## config.mk

```make
export PLATFORM = sky130hd
export DESIGN_NAME = load_store_unit
export DESIGN_NICKNAME = d
export VERILOG_FILES = /design/src/rtl/load_store_unit.sv
export SDC_FILE = /design/constraint.sdc
export NUM_CORES = 1
export LEC_CHECK = 0
export CAP_MARGIN = 20
export CELL_PAD_IN_SITES_DETAIL_PLACEMENT = 0
export CELL_PAD_IN_SITES_GLOBAL_PLACEMENT = 2
export CORE_ASPECT_RATIO = 1.25
export CORE_MARGIN = 4
export CORE_UTILIZATION = 26
export CTS_CLUSTER_SIZE = 30
export DETAILED_ROUTE_END_ITERATION = 12
export HOLD_SLACK_MARGIN = 0.02
export PLACE_DENSITY_LB_ADDON = 0.12
export SLEW_MARGIN = 20
export SYNTH_ARGS = -nofsm -noshare
export SYNTH_HDL_FRONTEND = slang
export SYNTH_SLANG_ARGS = --single-unit
```

## constraint.sdc

```tcl
create_clock -name LoadStore_CLOCK_50 -period 2.3 [get_ports LoadStore_CLOCK_50]
set_input_delay 0.23 -clock LoadStore_CLOCK_50 [delete_from_list [all_inputs] [get_ports LoadStore_CLOCK_50]]
set_output_delay 0.23 -clock LoadStore_CLOCK_50 [all_outputs]
set_load 0.01 [all_outputs]
```

## src/rtl/load_store_unit.sv

```systemverilog
// Load/store sequencer between the datapath and Data_Memory.
// Big-endian lanes; sub-word stores are done as read-modify-write.
module load_store_unit #(
    parameter int DATAWIDTH_BUS = 32,
    parameter int WAIT_CYCLES   = 1
) (
    input  logic                     LoadStore_CLOCK_50,
    input  logic                     LoadStore_RESET_InHigh,
    input  logic                     LoadStore_Start_In,
    input  logic                     LoadStore_Write_In,
    input  logic [1:0]               LoadStore_Size_In,
    input  logic                     LoadStore_Signed_In,
    input  logic [DATAWIDTH_BUS-1:0] LoadStore_Address_In,
    input  logic [DATAWIDTH_BUS-1:0] LoadStore_StoreData_In,
    input  logic [DATAWIDTH_BUS-1:0] LoadStore_MemData_In,
    output logic [DATAWIDTH_BUS-1:0] LoadStore_MemAddress_Out,
    output logic [DATAWIDTH_BUS-1:0] LoadStore_MemData_Out,
    output logic                     LoadStore_MemRD_Out,
    output logic                     LoadStore_MemWR_Out,
    output logic [DATAWIDTH_BUS-1:0] LoadStore_LoadData_Out,
    output logic                     LoadStore_Busy_Out,
    output logic                     LoadStore_Done_Out,
    output logic                     LoadStore_Error_Out
);

    localparam int         DW   = DATAWIDTH_BUS;
    localparam logic [3:0] LAST = 4'(WAIT_CYCLES - 1);

    typedef enum logic [1:0] {
        IDLE,
        READ,
        WRITE,
        DONE
    } state_t;

    state_t      state;
    logic [3:0]  cnt;
    logic [1:0]  lane_q;
    logic [1:0]  size_q;
    logic        sgn_q;
    logic        wr_q;
    logic [15:0] sdata_q;

    logic          fault_in;
    logic          word_store_in;
    logic [7:0]    lane_byte;
    logic [15:0]   lane_half;
    logic [DW-1:0] ext_data;
    logic [DW-1:0] merged;
    logic [DW-1:0] word_addr_in;

    // Classify the incoming request: fault and word-store shortcut
    always_comb begin
        fault_in = 1'b0;
        unique case (LoadStore_Size_In)
            2'b00: fault_in = 1'b0;
            2'b01: fault_in = LoadStore_Address_In[0];
            2'b10: fault_in = |LoadStore_Address_In[1:0];
            default: fault_in = 1'b1;
        endcase
        word_store_in = LoadStore_Write_In && (LoadStore_Size_In == 2'b10);
        word_addr_in  = {LoadStore_Address_In[DW-1:2], 2'b00};
    end

    // Pick the addressed lane of the memory word and extend it
    always_comb begin
        lane_byte = 8'h00;
        unique case (lane_q)
            2'b00: lane_byte = LoadStore_MemData_In[31:24];
            2'b01: lane_byte = LoadStore_MemData_In[23:16];
            2'b10: lane_byte = LoadStore_MemData_In[15:8];
            default: lane_byte = LoadStore_MemData_In[7:0];
        endcase
        lane_half = lane_q[1] ? LoadStore_MemData_In[15:0]
                              : LoadStore_MemData_In[31:16];
        ext_data = LoadStore_MemData_In;
        unique case (size_q)
            2'b00: ext_data = {{(DW-8){sgn_q & lane_byte[7]}}, lane_byte};
            2'b01: ext_data = {{(DW-16){sgn_q & lane_half[15]}}, lane_half};
            default: ext_data = LoadStore_MemData_In;
        endcase
    end

    // Splice the store operand into the fetched word for sub-word stores
    always_comb begin
        merged = LoadStore_MemData_In;
        if (size_q == 2'b00) begin
            unique case (lane_q)
                2'b00: merged[31:24] = sdata_q[7:0];
                2'b01: merged[23:16] = sdata_q[7:0];
                2'b10: merged[15:8]  = sdata_q[7:0];
                default: merged[7:0] = sdata_q[7:0];
            endcase
        end else if (lane_q[1]) begin
            merged[15:0] = sdata_q;
        end else begin
            merged[31:16] = sdata_q;
        end
    end

    // Sequencer FSM with registered memory strobes and status outputs
    always_ff @(posedge LoadStore_CLOCK_50) begin
        if (LoadStore_RESET_InHigh) begin
            state                    <= IDLE;
            cnt                      <= 4'd0;
            lane_q                   <= 2'b00;
            size_q                   <= 2'b00;
            sgn_q                    <= 1'b0;
            wr_q                     <= 1'b0;
            sdata_q                  <= 16'h0000;
            LoadStore_MemAddress_Out <= '0;
            LoadStore_MemData_Out    <= '0;
            LoadStore_MemRD_Out      <= 1'b0;
            LoadStore_MemWR_Out      <= 1'b0;
            LoadStore_LoadData_Out   <= '0;
            LoadStore_Busy_Out       <= 1'b0;
            LoadStore_Done_Out       <= 1'b0;
            LoadStore_Error_Out      <= 1'b0;
        end else begin
            unique case (state)
                IDLE: begin
                    if (LoadStore_Start_In) begin
                        lane_q              <= LoadStore_Address_In[1:0];
                        size_q              <= LoadStore_Size_In;
                        sgn_q               <= LoadStore_Signed_In;
                        wr_q                <= LoadStore_Write_In;
                        sdata_q             <= LoadStore_StoreData_In[15:0];
                        cnt                 <= 4'd0;
                        LoadStore_Busy_Out  <= 1'b1;
                        LoadStore_Error_Out <= fault_in;
                        if (fault_in) begin
                            state              <= DONE;
                            LoadStore_Done_Out <= 1'b1;
                        end else if (word_store_in) begin
                            state                    <= WRITE;
                            LoadStore_MemAddress_Out <= word_addr_in;
                            LoadStore_MemData_Out    <= LoadStore_StoreData_In;
                            LoadStore_MemWR_Out      <= 1'b1;
                        end else begin
                            state                    <= READ;
                            LoadStore_MemAddress_Out <= word_addr_in;
                            LoadStore_MemRD_Out      <= 1'b1;
                        end
                    end
                end
                READ: begin
                    if (cnt == LAST) begin
                        LoadStore_MemRD_Out <= 1'b0;
                        if (wr_q) begin
                            state                 <= WRITE;
                            LoadStore_MemData_Out <= merged;
                            LoadStore_MemWR_Out   <= 1'b1;
                        end else begin
                            state                  <= DONE;
                            LoadStore_LoadData_Out <= ext_data;
                            LoadStore_Done_Out     <= 1'b1;
                        end
                    end else begin
                        cnt <= cnt + 4'd1;
                    end
                end
                WRITE: begin
                    state               <= DONE;
                    LoadStore_MemWR_Out <= 1'b0;
                    LoadStore_Done_Out  <= 1'b1;
                end
                default: begin
                    state              <= IDLE;
                    LoadStore_Done_Out <= 1'b0;
                    LoadStore_Busy_Out <= 1'b0;
                end
            endcase
        end
    end

endmodule

```

==> run metrics <==
ordered list of cells on the worst path inv_1 -> ha_1 -> nor3b_4 -> buf_4 -> and2_0 -> buf_4 -> nor2_1 -> a32o_1; final count of pins violating max slew 0; Total Routing Usage GR 0.181; Fin. Hold Viols 0; largest net degree at the start of global routing 62; TritonCTS clock tree done; placed inst area approximately 0.0085 mm^2; number of cells after detailed placement between 1,000 and 1,500; final worst-path setup slack about 0.15 ns; final instance area about 0.0091 mm^2; layout cells sized above 1 0.111; run status complete, no violations; biggest area contributors in the synthesized netlist sky130_fd_sc_hd__dfxtp_1, sky130_fd_sc_hd__nand2_1, sky130_fd_sc_hd__a21oi_1; clock transition at the registers of the reported paths about 0.06 ns; nature of the critical path endpoint register; largest clock skew in the final design just under 0.007 ns; first-pass GRT wire length around 36,000 um; power after layout 10.5 mW; share of the cycle needed by the critical path after routing 0.934; family with the most delay on the worst path simple AND/OR/NAND/NOR gates; Peak Freq roughly 470 MHz; max-cap viol count 0; clock tree root buffer cell sky130_fd_sc_hd__clkbuf_16; vias in the first global route approximately 6,400; average wire per cell in the routed design around 19 um; Total Wirelength ~24,000 um; met1 global-route usage 0.217; area growth from synthesis to layout 50.1%; async set or reset register ratio after synthesis 0; PortBufs between 200 and 250; routed vias 6,481; number of buffers inserted during clock tree synthesis 17; initial standard-cell utilization of the core 0.264; floorplan die area around 0.026 mm^2; Critical-path top delay cell sky130_fd_sc_hd__dfxtp_1; power density over the cells ~1100 mW/mm^2; I/O pin count between 200 and 250; mean post-synth cell area between 8 and 9 um^2; router iterations before antenna repair 6; startpoint types register; DRT antenna net count 0; antenna violations before repair 0; total of flip-flops plus latches after synthesis 127; diode insertion count for antenna repair 0; clock insertion delay at the later pin of the skew report between 0.4 and 0.5 ns; Worst Path Arrival 2.45 ns; Die H between 150 and 200 um; fraction of the mapped netlist area in simple logic gates 0.206; Fillers between 2,000 and 2,500; static leakage roughly 3.3 nW; global routing usage on met3 0.0454; largest area contributor in the netlist sky130_fd_sc_hd__dfxtp_1; GP Congestion between 0.8 and 0.9; Hold/Removal Path Class in -> reg; DP HPWL approximately 18,000 um; Worst path max stage delay 0.34 ns; most utilized layer in the global route result met2; Hold WS about 0.34 ns; hold-fix buffers at CTS 0; number of cell rows 62; number of DRC markers after the initial detailed-route iteration between 300 and 400; post-synthesis compound-gate area fraction 0.280; GR Layer Usage met2 0.315; post-detailed-route via-to-cell ratio 5.17; time the worst path needs with I/O delays and setup approximately 2.1 ns; share of cell area taken by muxes after synthesis 0.0251; CTS Sinks around 130; final setup violation count 0; top_reg_cell synth sky130_fd_sc_hd__dfxtp_1; post-synthesis cell count 758; total congestion overflow 0; CTS Buffer Depth 2; most numerous cell on the critical path sky130_fd_sc_hd__buf_4; die boundary width between 100 and 150 um; drc violations 0; cell area after synthesis approximately 0.0061 mm^2; warning count from the yosys run 0; worst path required time 2.60 ns; buffers and inverters on the worst path 3; xor and xnor fraction of the mapped netlist area 0.00144; Worst Max-Slew Pin Slew ~0.86 ns; highest ir drop seen on vdd ~0.00057 V; NumNets Final around 1,100; top fanout value on the critical path 13; post-synthesis sequential area ratio 0.418; total core area ~0.023 mm^2; count of unique library cells instantiated by Yosys 60; Post-Synth Adder-Cell Area 0.0144; Relative slew margins 0.422; EDFF count, synth 0; depth of the CTS H-tree 4; largest family of logic cells by synthesized area compound AO/OA/AOI/OAI gates; portion of synthesized cell area occupied by the leading cell type 0.418; worst setup timing slack at the placement stage roughly 0.045 ns; number of standard cells in the final layout excluding fillers about 1,300; Setup Crit Path Kind reg -> reg
-- cells by family (layout without fill, tap and decap cells) --
| family | count (synthesis) | count (layout) |
|---|---|---|
| xor+xnor | 1 | 1 |
| mux | 14 | 14 |
| flops | 127 | 127 |
| buf+inv | 78 | 285 |
| fa+ha+maj | 7 | 7 |
| compound gates | 241 | 241 |
| other cells | 1 | 2 |
| simple gates | 289 | 289 |
-- state kept, by name (all words and copies together), names as in the netlist, 2 cells and up --
| register | count |
|---|---|
| cnt | 4 |
| lane_q | 2 |
| LoadStore_MemData_Out | 32 |
| LoadStore_LoadData_Out | 32 |
| state | 2 |
| sdata_q | 16 |
| size_q | 2 |
| LoadStore_MemAddress_Out | 30 |
-- Yosys cell counts, drive strengths merged, types with 3 or more instances --
cell type    n
nor2        55
a21o         3
o221ai      14
nor3b        3
nand4b       6
a211oi      25
a32o         7
a311oi      21
dfxtp      127
o21ai       28
mux2        10
nand2      185
a32oi       16
clkbuf      42
and2         3
nand2b       9
o22ai        8
a22o        16
o211ai      10
inv         11
nor2b        7
buf         24
mux2i        4
ha           7
or3          4
nand3b       3
a21oi       80
-- worst register-to-register path, delay by kind of cell, from the launching register on --
family / cells / cell delay (ns)
buffers and inverters: 3 / 0.56
flip-flops: 1 / 0.34
adder cells (fa/ha/maj): 1 / 0.19
AND/OR/NAND/NOR: 3 / 0.66
AO/OA/AOI/OAI: 1 / 0.29
-- final cells by class --
type	count	area [um^2]	area share
well taps	288	360	0.0394
flip-flops and latches	127	2540	0.278
clock buffers	20	447	0.0489
multi-input cells	554	3230	0.354
clock inverters	11	141	0.0155
repair buffers	242	2370	0.259
inverters	12	45.0	0.00493
-- per-layer routing --
layer	up-vias	part of all wire
met4	0	0.017
met2	265	0.51
met5	-	0
li1	3100	-
met3	26	0.065
met1	3090	0.41
-- metrics by stage --
| stage | setup TNS (ns) | util |
|---|---|---|
| after floorplan | 0 | - |
| after global placement | 0 | 0.370 |
| after detailed placement | 0 | 0.370 |
| after CTS | 0 | 0.395 |
| after global routing | -0.0497 | 0.397 |
| final | 0 | 0.397 |
-- path summary, 6_finish.rpt --
kind,start,slack [ns],to,cells past startpoint
worst max-delay path,cnt[0],0.15,LoadStore_LoadData_Out[14],8
worst min-delay path,LoadStore_RESET_InHigh,0.34,cnt[0],2
worst max register to register,cnt[0],0.15,LoadStore_LoadData_Out[14],8
worst min register to register,LoadStore_MemAddress_Out[25],0.46,LoadStore_MemAddress_Out[25],2
-- where the power goes --
group | internal [mW] | switching (mW) | total [mW]
sequential | 2.75 | 0.404 | 3.16
combinational | 2.13 | 2.43 | 4.56
clock | 1.72 | 1.03 | 2.75
-- placed cells by master (no fill, tap or decap), types with 3 or more instances in the layout --
cell type and instances:
sky130_fd_sc_hd__a211oi_1 25, sky130_fd_sc_hd__a21o_1 3, sky130_fd_sc_hd__a21oi_1 79, sky130_fd_sc_hd__a22o_1 6, sky130_fd_sc_hd__a22o_2 10, sky130_fd_sc_hd__a311oi_1 21
sky130_fd_sc_hd__a32o_1 7, sky130_fd_sc_hd__a32oi_1 16, sky130_fd_sc_hd__buf_12 4, sky130_fd_sc_hd__buf_4 37, sky130_fd_sc_hd__bufinv_16 3, sky130_fd_sc_hd__clkbuf_16 17
sky130_fd_sc_hd__clkdlybuf4s50_1 200, sky130_fd_sc_hd__clkinv_2 4, sky130_fd_sc_hd__clkinvlp_4 3, sky130_fd_sc_hd__dfxtp_1 127, sky130_fd_sc_hd__ha_1 6, sky130_fd_sc_hd__inv_1 11
sky130_fd_sc_hd__mux2_2 10, sky130_fd_sc_hd__mux2i_1 4, sky130_fd_sc_hd__nand2_1 184, sky130_fd_sc_hd__nand2b_1 9, sky130_fd_sc_hd__nand3b_1 3, sky130_fd_sc_hd__nand4b_1 6
sky130_fd_sc_hd__nor2_1 55, sky130_fd_sc_hd__nor2b_1 5, sky130_fd_sc_hd__o211ai_1 10, sky130_fd_sc_hd__o21ai_0 28, sky130_fd_sc_hd__o221ai_1 14, sky130_fd_sc_hd__o22ai_1 7
sky130_fd_sc_hd__or3_1 4
-- repair_timing --
item                       4_1_cts  5_1_grt
setup endpoints to repair        0       15
buffers inserted                 0        1
resized for setup                0        5
(Power assumes the default switching activity.)
